$ cat src/rtl/player_input_ctrl.sv
// -----------------------------------------------------------------------------
// player_input_ctrl
//   Turns the USB keyboard keycodes delivered by the Nios PIO into per-frame
//   game actions for two players: latched movement directions with one-cycle
//   move pulses, rate-limited bomb requests and a pause toggle.
//
// Ports
//   Clk          in   1   system clock (50 MHz)
//   Reset_n      in   1   asynchronous active-low reset
//   keycode      in  16   two HID keycode slots, [7:0] and [15:8], 0x00 = empty
//   frame_clk    in   1   VGA vertical sync, asynchronous to Clk
//   frame_tick   out  1   one-Clk pulse per synchronized frame_clk rising edge
//   p1_dir       out  2   player 1 latched direction (0 up, 1 down, 2 left, 3 right)
//   p2_dir       out  2   player 2 latched direction
//   p1_move      out  1   player 1 one-step move pulse
//   p2_move      out  1   player 2 one-step move pulse
//   p1_bomb      out  1   player 1 bomb placement pulse
//   p2_bomb      out  1   player 2 bomb placement pulse
//   paused       out  1   high while the game is paused
// -----------------------------------------------------------------------------
module player_input_ctrl #(
    parameter int BOMB_COOLDOWN = 8
) (
    input  logic        Clk,
    input  logic        Reset_n,
    input  logic [15:0] keycode,
    input  logic        frame_clk,
    output logic        frame_tick,
    output logic [1:0]  p1_dir,
    output logic [1:0]  p2_dir,
    output logic        p1_move,
    output logic        p2_move,
    output logic        p1_bomb,
    output logic        p2_bomb,
    output logic        paused
);

    // A zero cooldown would give a zero-width counter; keep at least one bit.
    localparam int CNT_W = ($clog2(BOMB_COOLDOWN + 1) < 1) ? 1 : $clog2(BOMB_COOLDOWN + 1);

    // Bit positions inside the key-state vector.
    localparam int K_P1_UP   = 0;
    localparam int K_P1_DN   = 1;
    localparam int K_P1_LT   = 2;
    localparam int K_P1_RT   = 3;
    localparam int K_P1_BOMB = 4;
    localparam int K_P2_UP   = 5;
    localparam int K_P2_DN   = 6;
    localparam int K_P2_LT   = 7;
    localparam int K_P2_RT   = 8;
    localparam int K_P2_BOMB = 9;
    localparam int K_PAUSE   = 10;
    localparam int NKEYS     = 11;

    localparam logic [1:0] DIR_UP = 2'd0;
    localparam logic [1:0] DIR_DN = 2'd1;
    localparam logic [1:0] DIR_LT = 2'd2;
    localparam logic [1:0] DIR_RT = 2'd3;

    typedef enum logic {
        BOMB_READY = 1'b0,
        BOMB_WAIT  = 1'b1
    } bomb_state_t;

    // A key is held when either slot carries its code; duplicates collapse.
    function automatic logic key_held(input logic [15:0] kc, input logic [7:0] code);
        return (kc[7:0] == code) || (kc[15:8] == code);
    endfunction

    // Opposing keys cancel, then up > down > left > right. Result is {valid, dir}.
    function automatic logic [2:0] resolve_dir(input logic [3:0] udlr);
        logic       up_s;
        logic       dn_s;
        logic       lt_s;
        logic       rt_s;
        logic [2:0] res_s;
        up_s = udlr[0] & ~udlr[1];
        dn_s = udlr[1] & ~udlr[0];
        lt_s = udlr[2] & ~udlr[3];
        rt_s = udlr[3] & ~udlr[2];
        if (up_s) begin
            res_s = {1'b1, DIR_UP};
        end else if (dn_s) begin
            res_s = {1'b1, DIR_DN};
        end else if (lt_s) begin
            res_s = {1'b1, DIR_LT};
        end else if (rt_s) begin
            res_s = {1'b1, DIR_RT};
        end else begin
            res_s = 3'b000;
        end
        return res_s;
    endfunction

    logic               sync1_r;
    logic               sync2_r;
    logic               sync3_r;
    logic               frame_tick_r;
    logic [NKEYS-1:0]   keys_s;
    logic [NKEYS-1:0]   key_r;
    logic [NKEYS-1:0]   key_prev_r;
    logic [NKEYS-1:0]   key_edge_s;
    logic               paused_r;
    logic               paused_nxt_s;
    logic               active_s;
    logic [2:0]         p1_res_s;
    logic [2:0]         p2_res_s;
    logic [1:0]         p1_dir_r;
    logic [1:0]         p2_dir_r;
    logic               p1_move_r;
    logic               p2_move_r;
    logic [1:0]         bomb_edge_s;
    logic [1:0]         bomb_go_s;
    logic               p1_bomb_r;
    logic               p2_bomb_r;
    bomb_state_t        state_r     [2];
    bomb_state_t        state_nxt_s [2];
    logic [CNT_W-1:0]   cnt_r       [2];
    logic [CNT_W-1:0]   cnt_nxt_s   [2];

    // Two-flop synchronizer for frame_clk plus a delay flop for edge detection.
    always_ff @(posedge Clk or negedge Reset_n) begin
        if (!Reset_n) begin
            sync1_r      <= 1'b0;
            sync2_r      <= 1'b0;
            sync3_r      <= 1'b0;
            frame_tick_r <= 1'b0;
        end else begin
            sync1_r      <= frame_clk;
            sync2_r      <= sync1_r;
            sync3_r      <= sync2_r;
            frame_tick_r <= sync2_r & ~sync3_r;
        end
    end

    // Decode both keycode slots into the held-key vector.
    always_comb begin
        keys_s            = '0;
        keys_s[K_P1_UP]   = key_held(keycode, 8'h1A);
        keys_s[K_P1_DN]   = key_held(keycode, 8'h16);
        keys_s[K_P1_LT]   = key_held(keycode, 8'h04);
        keys_s[K_P1_RT]   = key_held(keycode, 8'h07);
        keys_s[K_P1_BOMB] = key_held(keycode, 8'h2C);
        keys_s[K_P2_UP]   = key_held(keycode, 8'h52);
        keys_s[K_P2_DN]   = key_held(keycode, 8'h51);
        keys_s[K_P2_LT]   = key_held(keycode, 8'h50);
        keys_s[K_P2_RT]   = key_held(keycode, 8'h4F);
        keys_s[K_P2_BOMB] = key_held(keycode, 8'h28);
        keys_s[K_PAUSE]   = key_held(keycode, 8'h29);
    end

    // Key-state vector and its previous-cycle copy. Both clear on reset, so a
    // key held through reset release shows up as a fresh press.
    always_ff @(posedge Clk or negedge Reset_n) begin
        if (!Reset_n) begin
            key_r      <= '0;
            key_prev_r <= '0;
        end else begin
            key_r      <= keys_s;
            key_prev_r <= key_r;
        end
    end

    // Press edges, next pause level and direction resolution. Gameplay is
    // gated by the pause level being entered this cycle, so the cycle in which
    // pause engages already suppresses moves/bombs and discards edges.
    always_comb begin
        key_edge_s   = key_r & ~key_prev_r;
        paused_nxt_s = paused_r ^ key_edge_s[K_PAUSE];
        active_s     = ~paused_nxt_s;
        bomb_edge_s  = {key_edge_s[K_P2_BOMB], key_edge_s[K_P1_BOMB]};
        p1_res_s     = resolve_dir({key_r[K_P1_RT], key_r[K_P1_LT], key_r[K_P1_DN], key_r[K_P1_UP]});
        p2_res_s     = resolve_dir({key_r[K_P2_RT], key_r[K_P2_LT], key_r[K_P2_DN], key_r[K_P2_UP]});
    end

    // Pause level register.
    always_ff @(posedge Clk or negedge Reset_n) begin
        if (!Reset_n) begin
            paused_r <= 1'b0;
        end else begin
            paused_r <= paused_nxt_s;
        end
    end

    // Per-frame movement: load the direction and pulse move together.
    always_ff @(posedge Clk or negedge Reset_n) begin
        if (!Reset_n) begin
            p1_dir_r  <= 2'd0;
            p2_dir_r  <= 2'd0;
            p1_move_r <= 1'b0;
            p2_move_r <= 1'b0;
        end else begin
            p1_move_r <= 1'b0;
            p2_move_r <= 1'b0;
            if (frame_tick_r && active_s && p1_res_s[2]) begin
                p1_dir_r  <= p1_res_s[1:0];
                p1_move_r <= 1'b1;
            end else begin
                p1_dir_r  <= p1_dir_r;
            end
            if (frame_tick_r && active_s && p2_res_s[2]) begin
                p2_dir_r  <= p2_res_s[1:0];
                p2_move_r <= 1'b1;
            end else begin
                p2_dir_r  <= p2_dir_r;
            end
        end
    end

    // Bomb FSM next-state: READY fires on a press edge; WAIT counts frame
    // ticks down and returns to READY when the count is spent.
    always_comb begin
        bomb_go_s = 2'b00;
        for (int p = 0; p < 2; p++) begin
            state_nxt_s[p] = state_r[p];
            cnt_nxt_s[p]   = cnt_r[p];
            case (state_r[p])
                BOMB_READY: begin
                    if (bomb_edge_s[p] && active_s) begin
                        bomb_go_s[p]   = 1'b1;
                        cnt_nxt_s[p]   = CNT_W'(BOMB_COOLDOWN);
                        state_nxt_s[p] = BOMB_WAIT;
                    end else begin
                        state_nxt_s[p] = BOMB_READY;
                    end
                end
                BOMB_WAIT: begin
                    if (frame_tick_r && active_s) begin
                        // Saturate at zero rather than wrap.
                        if (cnt_r[p] <= CNT_W'(1)) begin
                            cnt_nxt_s[p]   = '0;
                            state_nxt_s[p] = BOMB_READY;
                        end else begin
                            cnt_nxt_s[p]   = cnt_r[p] - CNT_W'(1);
                        end
                    end else begin
                        state_nxt_s[p] = BOMB_WAIT;
                    end
                end
                default: begin
                    state_nxt_s[p] = BOMB_READY;
                    cnt_nxt_s[p]   = '0;
                end
            endcase
        end
    end

    // Bomb FSM state, counters and registered bomb pulses.
    always_ff @(posedge Clk or negedge Reset_n) begin
        if (!Reset_n) begin
            for (int p = 0; p < 2; p++) begin
                state_r[p] <= BOMB_READY;
                cnt_r[p]   <= '0;
            end
            p1_bomb_r <= 1'b0;
            p2_bomb_r <= 1'b0;
        end else begin
            for (int p = 0; p < 2; p++) begin
                state_r[p] <= state_nxt_s[p];
                cnt_r[p]   <= cnt_nxt_s[p];
            end
            p1_bomb_r <= bomb_go_s[0];
            p2_bomb_r <= bomb_go_s[1];
        end
    end

    assign frame_tick = frame_tick_r;
    assign p1_dir     = p1_dir_r;
    assign p2_dir     = p2_dir_r;
    assign p1_move    = p1_move_r;
    assign p2_move    = p2_move_r;
    assign p1_bomb    = p1_bomb_r;
    assign p2_bomb    = p2_bomb_r;
    assign paused     = paused_r;

endmodule

$ cat config.mk
export PLATFORM = sky130hd
export DESIGN_NAME = player_input_ctrl
export DESIGN_NICKNAME = d
export VERILOG_FILES = /design/src/rtl/player_input_ctrl.sv
export SDC_FILE = /design/constraint.sdc
export NUM_CORES = 1
export LEC_CHECK = 0
export ABC_AREA = 0
export CORE_MARGIN = 2
export CORE_UTILIZATION = 52
export CTS_BUF_LIST = sky130_fd_sc_hd__clkbuf_2
export CTS_CLUSTER_SIZE = 28
export DETAILED_ROUTE_END_ITERATION = 8
export DONT_BUFFER_PORTS = 1
export GPL_ROUTABILITY_DRIVEN = 0
export GPL_TIMING_DRIVEN = 1
export PLACE_DENSITY = 0.68
export SYNTH_ARGS = -nofsm -noshare
export SYNTH_HDL_FRONTEND = slang
export SYNTH_SLANG_ARGS = --single-unit
$ cat constraint.sdc
create_clock -name Clk -period 2.5 [get_ports Clk]
set_clock_uncertainty 0.05 [all_clocks]
set_input_delay 0.375 -clock Clk [delete_from_list [all_inputs] [get_ports Clk]]
set_output_delay 0.375 -clock Clk [all_outputs]
set_load 0.05 [all_outputs]
; ---- Word level (Yosys, flattened, before mapping)
; Cells that the tools add are included.
[word_totals]
input_bits = 19
latchBits = 0
elab_cells = 117
memories = 0
mem_bits_rw = 0
out_inout_bits = 10
regBits = 45
rom_bits = 0
[classes]
eq_ne = 26
order_cmp = 2
n_div = 0
n_reduce_logical = 18
multipliers = 0
n_bitwise = 24
shifts = 0
muxes = 28
add_sub_neg = 2
[op_table]
columns = op, n
row1 = "8-bit by 7-bit == test with 1-bit output, second input constant", 8
row2 = "8-bit by 6-bit == test with 1-bit output, second input constant", 6
row3 = "8-bit by 3-bit == test with 1-bit output, second input constant", 4
row4 = "8-bit by 5-bit == test with 1-bit output, second input constant", 4
row5 = 3-bit 2-to-1 mux, 8
row6 = 4-bit 2-to-1 mux, 6
row7 = 4-bit one-hot mux with 2 select lines, 2
row8 = 1-bit NOT, 12
row9 = 11-bit AND, 1
row10 = 1-bit logical OR, 11
row11 = 11-bit NOT, 1
row12 = 1-bit 2-to-1 mux, 10
row13 = 1-bit AND, 9
row14 = "4-bit by 1-bit less-or-equal comparator with 1-bit output, second input constant", 2
row15 = "4-bit by 1-bit subtractor with 4-bit output, second input constant", 2
row16 = 1-bit logical AND, 5
row17 = "2-bit by 1-bit != test with 1-bit output, second input constant", 2
row18 = "2-bit != test, second input constant", 2
row19 = 1-bit one-hot mux with 2 select lines, 2
row20 = 2-bit AND reduction, 2
row21 = 1-bit bitwise XOR, 1

; ---- Logic depth before layout (Yosys ltp)
; Gate-level depths: netlist of the first run.
[depth]
depth_word = 8
mapped_depth = 6
ltp_nobuf = 6

; ---- Worst setup path after synthesis of the first run
; OpenSTA, ideal clock, no wires.
[synth_path]
kind = reg2reg
start = register paused_r, in the netlist paused
end = register cnt_r[4] (netlist bit)
stages_incl_launch_ff = 5
setup_slack_ns = 0.861
arrival_time_ns = 1.467
n_path_buf = 1
required_ns = 2.328
synth_period_minus_slack_ns = 1.639
setup_time_ns = 0.122
cell_sequence = dfrtp_1 -> and2_1 -> mux2_4 -> buf_6 -> a32o_1
[synth_between]
elab_chain_cells = 5
word_cells_on_any_way = 7
classes_between = eq/ne: 2 / bitwise: 2 / reduce/logical: 3
[synth_rtl]
columns = item, line
row1 = "start, declared", 103  ; logic paused_r;
row2 = "start signal, assigned", 181  ; paused_r <= paused_nxt_s;
row3 = 1-bit bitwise XOR (*), 169  ; paused_nxt_s = paused_r ^ key_edge_s[K_PAUSE];
row4 = 1-bit NOT (*), 170  ; active_s = ~paused_nxt_s;
row5 = "1-bit logical AND, on equally long branches", "219, 228"
row6 = 2-bit != test (no source line) or 2-bit by 1-bit != test with 1-bit output (tied branches), --
row7 = 2-bit AND reduction (no source line) (*), --
row8 = "end signal, assigned by index", 260  ; cnt_r[p] <= cnt_nxt_s[p];
row9 = "end, declared", 118  ; logic [CNT_W-1:0] cnt_r [2];
; Mark *: on every way between the ends. The rest lies on a longest branch, timed or not.
; A chain may end at the register's enable or synchronous reset.

; ---- Worst setup path in the final report of the first run
[layout_path]
start = register paused_r, in the netlist paused
end = register cnt_r[3] (netlist bit)
; The elaborated chain is that of the path after synthesis.

==> results.yml, run 1 <==
outcome:
  status: "complete, no violations"
logic_synthesis:
  share_of_the_synthesized_area_in_the_top_cell_type_pct: 51.6
  synthDistinctLibCells: 43
  synth_common_cells: "dfrtp_1, nor2_1, nand2_1, nand2b_1, inv_1"
  syn_avg_cell_area_sq_um: 10.5
  synth.most_common_cell: "dfrtp_1"
  synthCells: 171
  ys_async_sr_fraction_pct: 100
  synth_ff_type: "dfrtp_1"
  number_of_enable_flip_flop_cells_after_synthesis: 0
  synth.ff_latch_count: 37
  postSynthNetCount: 196
  synth_warnings: 0
  synth_sequential_area_ratio_pct: 51.6
  synthesis.area_sq_um: 1790
  netlist.top_cell.by_area: "dfrtp_1"
  synthTopCellsByArea: "dfrtp_1, ha_1, nand2b_1"
drt:
  vias: 1307
  ant_nets: 0
  drt-total-wl_um: 3170
  dr.first_iter.drc_count: 72
  drc_errors: 0
  dr_pass1_iterations: 4
  vias_per_cell: 5.78
  routed_wire_length_per_instance_um: 14.0
sta:
  fmaxAchievable_mhz: 530
  timing.final.max_slew_violations: 0
  timing.setup.tns_ns: 0
  final_setup_vio_count: 0
  timing.final.crit_period_ns: 1.89
  grt_setup_unrepaired: "false"
  finalHoldViolCount: 0
  final_period_util_pct: 75.4
  max_slew_margin_pct: 53.2
  tightest_slew_ns: 0.683
setup_path:
  worst-setup-path-type: "flop to flop"
  worst_path_top_cell_family_by_delay: "flip-flops"
  slowest_delay_ns: 0.62
  critical_path.max_fanout: 7
  path_buf_inv: 0
  cells_along_the_critical_path: "and2_1, mux2i_1, nand2b_1, a32oi_1"
  worstSetupEndpointType: "flop"
  r2r_start: "paused$_DFF_PN0_"
  critPathRequiredTime_ns: 2.75
  crit_arrival_ns: 2.13
  critPathLaunch: "paused$_DFF_PN0_"
  slowest_cell_on_the_critical_path: "dfrtp_1"
  startpoint_type: "flop"
floorplan:
  fp.dieH_um: 62.7
  horizontal_die_dimension_um: 62.7
  floorplan.initialDensity_pct: 53.8
  core_sq_um: 3340
  io_pins: 29
  rows: 21
  die_area_sq_um: 3940
clocking:
  tritoncts: "yes"
  clock_tree.htree_level_count: 2
  clock-root-buffer: "clkbuf_2"
  clockBufferDepth: 2
  numClockSinks: 37
  worst_skew_pair.late_latency_ns: 0.38
  clkSlewWorstSetupHoldPaths_ns: 0.17
  cts-buffers-inserted: 5
finish:
  area_of_the_multi_input_gates_sq_um: 812
  ff_latch_area_sq_um: 926
  fillerInstances: 298
  finalInstanceArea_sq_um: 1940
  final_layout_size_suffix_gt1_share_pct: 10.0
  diodes: 0
  synthToLayoutAreaGrowth_pct: 8.16
  number_of_nets_in_the_finished_design: 204
pwr:
  relative_contribution_of_the_clock_network_to_total_power_pct: 22.5
  portion_of_total_power_attributed_to_sequential_cells_pct: 51.0
  net_switching_share_of_the_total_power_pct: 34.1
  relative_contribution_of_combinational_cells_to_total_power_pct: 26.6
  power.ir.vdd_worst_mv: 0.327
  p_int_uw: 1030
  cellPowerDensity_nw_per_um2: 808
  net-switching-power_uw: 535
  p_leak_uw: 0.000900
global_routing:
  initial_antenna_violation_count: 0
  grt_start_max_net_pins: 38
  grt_overflow_total: 0
  globalRouteTotalUtil_pct: 18.1
  grt_pass1_vias: 1300
  grt_first_pass_wirelength_um: 5570
placement:
  place_hpwl_um: 2360
  io_buffer_count: 0
  placement.cell_area_sq_um: 1840
job:
  cap_violations: 0
worst_hold_path:
  timing.hold.worst.class: "input pin to flop"
  hold_path_startpoint: "keycode[9]"
==> kinds of logic (layout without fill, tap and decap cells) <==
kind of cell,count (synthesis),in the layout,synth area share [%]
AO/OA/AOI/OAI,34,34,15.7
XOR/XNOR,1,1,0.488
adder cells (fa/ha/maj),6,6,4.18
buffers and inverters,13,22,3.14
flip-flops,37,37,51.6
multiplexers,4,4,2.51
AND/OR/NAND/NOR,76,76,22.4
==> cell usage in the layout, fill, tap and decap left out, types with 2 or more instances in the layout <==
cell type,n
nand2b_1,12
inv_1,11
a32oi_2,2
a21o_1,3
ha_1,6
dlygate4sd3_1,2
nor3b_1,2
a2bb2oi_1,2
nor4_1,2
o31ai_1,2
a31oi_1,2
nor2b_1,3
and3_2,2
clkbuf_2,6
dfrtp_1,37
nor3_1,6
nand3_1,4
o32ai_1,3
a32o_1,5
mux2i_1,3
nand2_1,17
o22ai_1,5
nor2_1,18
a21oi_1,3
==> state kept, by name, indices dropped and copies added (netlist names), 2 cells and up <==
| name | count |
|---|---|
| state_r | 2 |
| p1_dir | 2 |
| key_r | 11 |
| p2_dir | 2 |
| key_prev_r | 3 |
| cnt_r | 8 |
==> final timing paths <==
| path | cells past startpoint | to | slack [ns] |
|---|---|---|---|
| worst max-delay path | 4 | cnt_r[3]$_DFFE_PN0P_ | 0.61 |
| worst min-delay path | 1 | key_r[2]$_DFF_PN0_ | 0.06 |
| worst max register to register | 4 | cnt_r[3]$_DFFE_PN0P_ | 0.61 |
| worst min register to register | 0 | sync2_r$_DFF_PN0_ | 0.33 |
| max in group asynchronous | 2 | key_r[0]$_DFF_PN0_ | 1.83 |
| min in group asynchronous | 2 | cnt_r[6]$_DFFE_PN0P_ | 0.37 |
==> layer usage <==
layer  share of wire [%]  vias up  wire (um)  GRT usage, %
met1                  42      622       1330          21.9
met4                 1.5        0         48          7.50
li1                    -      626          -             -
met2                  49       54       1560          29.8
met5                   0        -          0             0
met3                 7.1        5        224          5.95
==> layout make-up <==
type                       instances  area share (%)
multi-input combinational        121            41.8
clock buffer                       6            1.55
timing repair buffer               3            2.06
tap                               46            2.97
clock inverter                     2            1.74
sequential                        37            47.7
inverter                          11            2.13
==> per-stage QoR <==
step / setup WS (ns) / hold slack [ns] / power (uW) / utilization (%) / instances
3_5_place_dp: 0.648 / 0.0302 / 1210 / 55.0 / 215
5_1_grt: 0.521 / 0.00658 / 1690 / 58.2 / 226
4_1_cts: 0.610 / 0.0334 / 1580 / 58.2 / 226
2_1_floorplan: 0.861 / 0.0294 / 1130 / - / 171
6_report: 0.614 / 0.0619 / 1570 / 58.2 / 226
3_3_place_gp: 0.729 / 0.0305 / 1190 / 55.0 / 215
==> power by group through the flow <==
stage          sequential [uW]  clock (uW)  combinational, uW
5_1_grt                    815         395                478
3_5_place_dp               811           0                399
3_3_place_gp               805           0                385
6_report                   799         352                417
2_1_floorplan              783           0                346
4_1_cts                    799         362                418
==> repair_timing <==
item | CTS | global route
hold endpoints to repair | 38 | 0
buffers inserted | 0 | 0
gates resized for setup | 0 | 0
hold buffers | 3 | 0
Power figures use the tool's default switching activity.
==> inputs of run 2 (changes only) <==
--- a/config.mk
+++ b/config.mk
@@ -14,7 +14,7 @@
 export DONT_BUFFER_PORTS = 1
 export GPL_ROUTABILITY_DRIVEN = 0
 export GPL_TIMING_DRIVEN = 1
-export PLACE_DENSITY = 0.68
+export PLACE_DENSITY = 0.71
 export SYNTH_ARGS = -nofsm -noshare
 export SYNTH_HDL_FRONTEND = slang
 export SYNTH_SLANG_ARGS = --single-unit
==> constraint.sdc (replaced) <==
create_clock -name Clk -period 1.7 [get_ports Clk]
set_clock_uncertainty 0.05 [all_clocks]
set_input_delay 0.255 -clock Clk [delete_from_list [all_inputs] [get_ports Clk]]
set_output_delay 0.255 -clock Clk [all_outputs]
set_load 0.05 [all_outputs]
==> results.yml, run 2 (synthesis results as in run 1) <==
pwr:
  p_leak_uw: 0.000973
  cellPowerDensity_nw_per_um2: 1050
  power_uw: 2200
  power.ir.vdd_worst_mv: 0.435
floorplan:
  horizontal_die_dimension_um: 62.7
  core_sq_um: 3340
  die_area_sq_um: 3940
  rows: 21
  io_pins: 29
  floorplan.initialDensity_pct: 53.8
  fp.dieH_um: 62.7
setup_path:
  worst-setup-path-type: "input pin to flop"
  startpoint_type: "input pin"
  worstRegToRegCells: 6
  r2r_start: "cnt_r[0]$_DFFE_PN0P_"
  worstSetupEndpointType: "flop"
  crit_arrival_ns: 1.97
  critPathRequiredTime_ns: 1.97
  r2r_end: "cnt_r[1]$_DFFE_PN0P_"
  worst-r2r-setup-slack_ns: 0.16
  critical_path.max_fanout: 3
drt:
  dr_pass1_iterations: 4
  dr.first_iter.drc_count: 57
  routed_wire_length_per_instance_um: 14.3
  ant_nets: 0
  vias: 1410
  drt-total-wl_um: 3510
  vias_per_cell: 5.73
  drc_errors: 0
finish:
  top_regs: "key_r: 11 flops, cnt_r: 8 flops, key_prev_r: 3 flops"
  commonest_cells_after_routing_fill_and_taps_aside: "dfrtp_1, nor2_1, dlygate4sd3_1"
  fillerInstances: 285
  number_of_flip_flops_in_the_largest_register: 11
  final_layout_size_suffix_gt1_share_pct: 10.5
  layout_commonest_cell: "dfrtp_1"
  registers.top_by_ff_count: "key_r"
  number_of_nets_in_the_finished_design: 224
  synthToLayoutAreaGrowth_pct: 17.3
  diodes: 0
global_routing:
  grt_start_max_net_pins: 38
  globalRouteTotalUtil_pct: 20.0
  grt_overflow_total: 0
  grt_pass1_vias: 1471
  grt_first_pass_wirelength_um: 6080
  initial_antenna_violation_count: 0
worst_hold_path:
  hold_end: "key_r[1]$_DFF_PN0_"
  timing.hold.worst.class: "input pin to flop"
  hold_path_startpoint: "keycode[10]"
  hold_depth: 2
sta:
  max_slew_margin_pct: 64.3
  final_critical_path_setup_slack_ns: -0.00168
  final_setup_vio_count: 1
  fin_worst_hold_slack_ns: 0.0343
  finalHoldViolCount: 0
  tightest_slew_ns: 0.536
  timing.final.max_slew_violations: 0
  grt_setup_unrepaired: "false"
  final_period_util_pct: 100
  fmaxAchievable_mhz: 588
  timing.setup.tns_ns: -0.00168
  timing.final.crit_period_ns: 1.70
outcome:
  violations: "negative setup slack"
  status: "finished, violations left"
clocking:
  clock-root-buffer: "clkbuf_2"
  clock_tree.htree_level_count: 2
  worst_skew_pair.late_latency_ns: 0.37
  clockBufferDepth: 2
  clkSlewWorstSetupHoldPaths_ns: 0.16
  cts.repair.resized: 0
  cts-buffers-inserted: 5
  tritoncts: "yes"
  numClockSinks: 37
placement:
  io_buffer_count: 0
  place_hpwl_um: 2460
job:
  cap_violations: 0
## run 2: changes by cell type in the layout (fill, tap and decap cells not counted)
cell	change
dlygate4sd3_1	+16
buf_4	+4
bufinv_16	-1
clkbuf_2	-1
clkinv_1	+1
clkinv_2	+1
## run 2: how the worst max path moves through the flow
stage	slack (ns)	cells past startpoint	endpoint	start
floorplan	0.06	4	cnt_r[4]$_DFFE_PN0P_	paused$_DFF_PN0_
global placement	0.22	6	cnt_r[5]$_DFFE_PN0P_	cnt_r[4]$_DFFE_PN0P_
detailed placement	0.18	6	cnt_r[1]$_DFFE_PN0P_	cnt_r[0]$_DFFE_PN0P_
CTS	0.16	6	cnt_r[1]$_DFFE_PN0P_	cnt_r[0]$_DFFE_PN0P_
global route	0.02	5	key_r[9]$_DFF_PN0_	keycode[4]
finish	-0.002	5	key_r[9]$_DFF_PN0_	keycode[4]
## run 2: critical path, cell delays in order
cell,delay (ns)
dlygate4sd3_1,0.54
nor3b_1,0.31
nand2_1,0.13
o22ai_1,0.18
dlygate4sd3_1,0.55
## run 2: timing repair
item | in CTS | in global routing
hold buffers | 14 | 5
setup buffers | 0 | 0
endpoints found under the hold margin | 44 | 3
## run 2: stage by stage
step	utilization (%)	std cells	area [sq um]	worst slack (ns)
finish	63.1	246	2100	-0.00168
global route	63.1	246	2100	0.0227
CTS	61.6	241	2050	0.157
detailed placement	55.9	219	1870	0.185
global placement	55.9	219	1870	0.221
floorplan	-	171	1790	0.0611
## run 2: metal layers
layer | share of wire, % | global-route usage (%) | vias to the layer above
met4 | 3.4 | 12.5 | 0
met1 | 40 | 21.5 | 677
li1 | - | - | 673
met3 | 5.2 | 4.68 | 14
met5 | 0 | 0 | -
met2 | 51 | 35.5 | 46
## run 2: report_power, final
| group | internal, uW | switching [uW] |
|---|---|---|
| clock network | 90.0 | 267 |
| logic | 323 | 382 |
| registers | 988 | 151 |
## run 2: cell type report
type	instances	area [sq um]	area share, %
clock buffer	5	25.0	1.19
clock inverter	3	12.5	0.595
inverter	11	41.3	1.96
multi-input combinational	121	812	38.6
sequential	37	926	44.0
tap	46	57.6	2.73
timing repair buffer	23	230	10.9
==> inputs of run 3 (changes only) <==
--- a/config.mk
+++ b/config.mk
@@ -15,6 +15,7 @@
 export GPL_ROUTABILITY_DRIVEN = 0
 export GPL_TIMING_DRIVEN = 1
 export PLACE_DENSITY = 0.71
+export SKIP_CTS_REPAIR_TIMING = 1
 export SYNTH_ARGS = -nofsm -noshare
 export SYNTH_HDL_FRONTEND = slang
 export SYNTH_SLANG_ARGS = --single-unit
==> results.yml, run 3 (synthesis results as in run 1) <==
outcome:
  status: "complete, no violations"
finish:
  diodes: 0
  number_of_flip_flops_in_the_largest_register: 11
  registers.top_by_ff_count: "key_r"
  synthToLayoutAreaGrowth_pct: 15.1
  final-instance-count-excl-fill: 242
  layout_commonest_cell: "dfrtp_1"
  top_regs: "key_r: 11 flops, cnt_r: 8 flops, key_prev_r: 3 flops"
  final_layout_size_suffix_gt1_share_pct: 10.7
  commonest_cells_after_routing_fill_and_taps_aside: "dfrtp_1, nor2_1, nand2_1"
  number_of_nets_in_the_finished_design: 220
clocking:
  clkSlewWorstSetupHoldPaths_ns: 0.16
  numClockSinks: 37
  clockBufferDepth: 2
  worst_skew_pair.late_latency_ns: 0.37
  clock_tree.htree_level_count: 2
  tritoncts: "yes"
  cts-buffers-inserted: 5
  clock-root-buffer: "clkbuf_2"
floorplan:
  die_area_sq_um: 3940
  rows: 21
  fp.dieH_um: 62.7
  floorplan.initialDensity_pct: 53.8
  horizontal_die_dimension_um: 62.7
  core_sq_um: 3340
  io_pins: 29
setup_path:
  worst-r2r-setup-slack_ns: 0.16
  worst_path_top_cell_family_by_delay: "buffers and inverters"
  worstSetupEndpointType: "flop"
  startpoint_type: "input pin"
  cells_along_the_critical_path: "dlygate4sd3_1, nand2_1, nor3_1, nand2_1, dlygate4sd3_1, nand2_1"
  path_buf_inv: 2
  worst-setup-path-type: "input pin to flop"
  critPathRequiredTime_ns: 1.96
  r2r_start: "key_prev_r[10]$_DFF_PN0_"
  slowest_cell_on_the_critical_path: "dlygate4sd3_1"
  critical_path.max_fanout: 4
  slowest_delay_ns: 0.65
  crit_arrival_ns: 1.93
  r2r_end: "cnt_r[4]$_DFFE_PN0P_"
  worstRegToRegCells: 4
  cpMostUsedCell: "nand2_1"
drt:
  route.top_layer_used: "met4"
  routed_wire_length_per_instance_um: 14.9
  detailroute.wirelength.met3_um: 200
  met2WireLength_um: 1850
  dr.first_iter.drc_count: 73
  ant_nets: 0
  drc_errors: 0
  drt-total-wl_um: 3610
  routedLengthMet1_um: 1460
  dr_pass1_iterations: 4
  vias: 1417
  vias_per_cell: 5.86
worst_hold_path:
  timing.hold.worst.class: "input pin to flop"
  hold_end: "key_r[1]$_DFF_PN0_"
  hold_depth: 2
  hold_path_startpoint: "keycode[10]"
pwr:
  p_int_uw: 1400
  net-switching-power_uw: 806
  net_switching_share_of_the_total_power_pct: 36.6
  cellPowerDensity_nw_per_um2: 1070
  portion_of_total_power_attributed_to_sequential_cells_pct: 51.7
  power.ir.vdd_worst_mv: 0.415
  relative_contribution_of_the_clock_network_to_total_power_pct: 16.3
  relative_contribution_of_combinational_cells_to_total_power_pct: 32.0
  p_leak_uw: 0.000958
sta:
  finalHoldViolCount: 0
  final_period_util_pct: 98.2
  max_slew_margin_pct: 64.2
  timing.setup.tns_ns: 0
  final_setup_vio_count: 0
  tightest_slew_ns: 0.537
  fmaxAchievable_mhz: 599
  grt_setup_unrepaired: "false"
  timing.final.max_slew_violations: 0
  timing.final.crit_period_ns: 1.67
placement:
  place_hpwl_um: 2460
  dpl.cell_count: 219
  io_buffer_count: 0
global_routing:
  initial_antenna_violation_count: 0
  grt_first_pass_wirelength_um: 5740
  grt_start_max_net_pins: 38
  globalRouteTotalUtil_pct: 18.9
  grt_overflow_total: 0
  grt_pass1_vias: 1380
job:
  cap_violations: 0
==> run 3: metal layers <==
| metal | GRT usage (%) | vias up |
|---|---|---|
| met5 | 0 | - |
| met4 | 10.6 | 0 |
| met3 | 4.86 | 13 |
| met2 | 33.1 | 56 |
| met1 | 20.8 | 680 |
| li1 | - | 668 |
==> run 3: metrics by stage <==
step | area (sq um) | utilization, % | hold WS (ns) | power, uW | setup WS [ns]
after floorplan | 1790 | - | -0.0906 | 1660 | 0.0611
after global routing | 2060 | 61.9 | 0.00164 | 2370 | 0.0345
after global placement | 1870 | 55.9 | -0.0897 | 1760 | 0.221
final | 2060 | 61.9 | 0.0401 | 2200 | 0.0303
after CTS | 1900 | 57.1 | -0.532 | 2180 | 0.157
after detailed placement | 1870 | 55.9 | -0.0896 | 1820 | 0.185
==> run 3: worst max-delay path by stage <==
| stage | start | end | depth (start not counted) |
|---|---|---|---|
| after floorplan | paused$_DFF_PN0_ | cnt_r[4]$_DFFE_PN0P_ | 4 |
| after global placement | cnt_r[4]$_DFFE_PN0P_ | cnt_r[5]$_DFFE_PN0P_ | 6 |
| after detailed placement | cnt_r[0]$_DFFE_PN0P_ | cnt_r[1]$_DFFE_PN0P_ | 6 |
| after CTS | cnt_r[0]$_DFFE_PN0P_ | cnt_r[1]$_DFFE_PN0P_ | 6 |
| after global routing | keycode[9] | key_r[8]$_DFF_PN0_ | 6 |
| final | keycode[9] | key_r[8]$_DFF_PN0_ | 6 |
==> run 3: power groups by stage <==
stage	logic (uW)	clock network [uW]	registers, uW
floorplan	509	0	1150
global placement	610	0	1150
detailed placement	657	0	1160
CTS	662	376	1140
global route	791	421	1160
finish	705	359	1140
==> run 3: final cells by class <==
class,count,area [sq um]
Fill cell,293,1270
Sequential cell,37,926
Multi-Input combinational cell,121,812
Timing Repair Buffer,19,190
Tap cell,46,57.6
Inverter,11,41.3
Clock buffer,5,25.0
Clock inverter,3,12.5
==> run 3: worst reg2reg max path, cell delays in order (launching register included) <==
cell and delay [ns]:
dfrtp_1 0.43, nor2b_4 0.16, mux2_4 0.41, a32oi_2 0.28
a32o_1 0.18
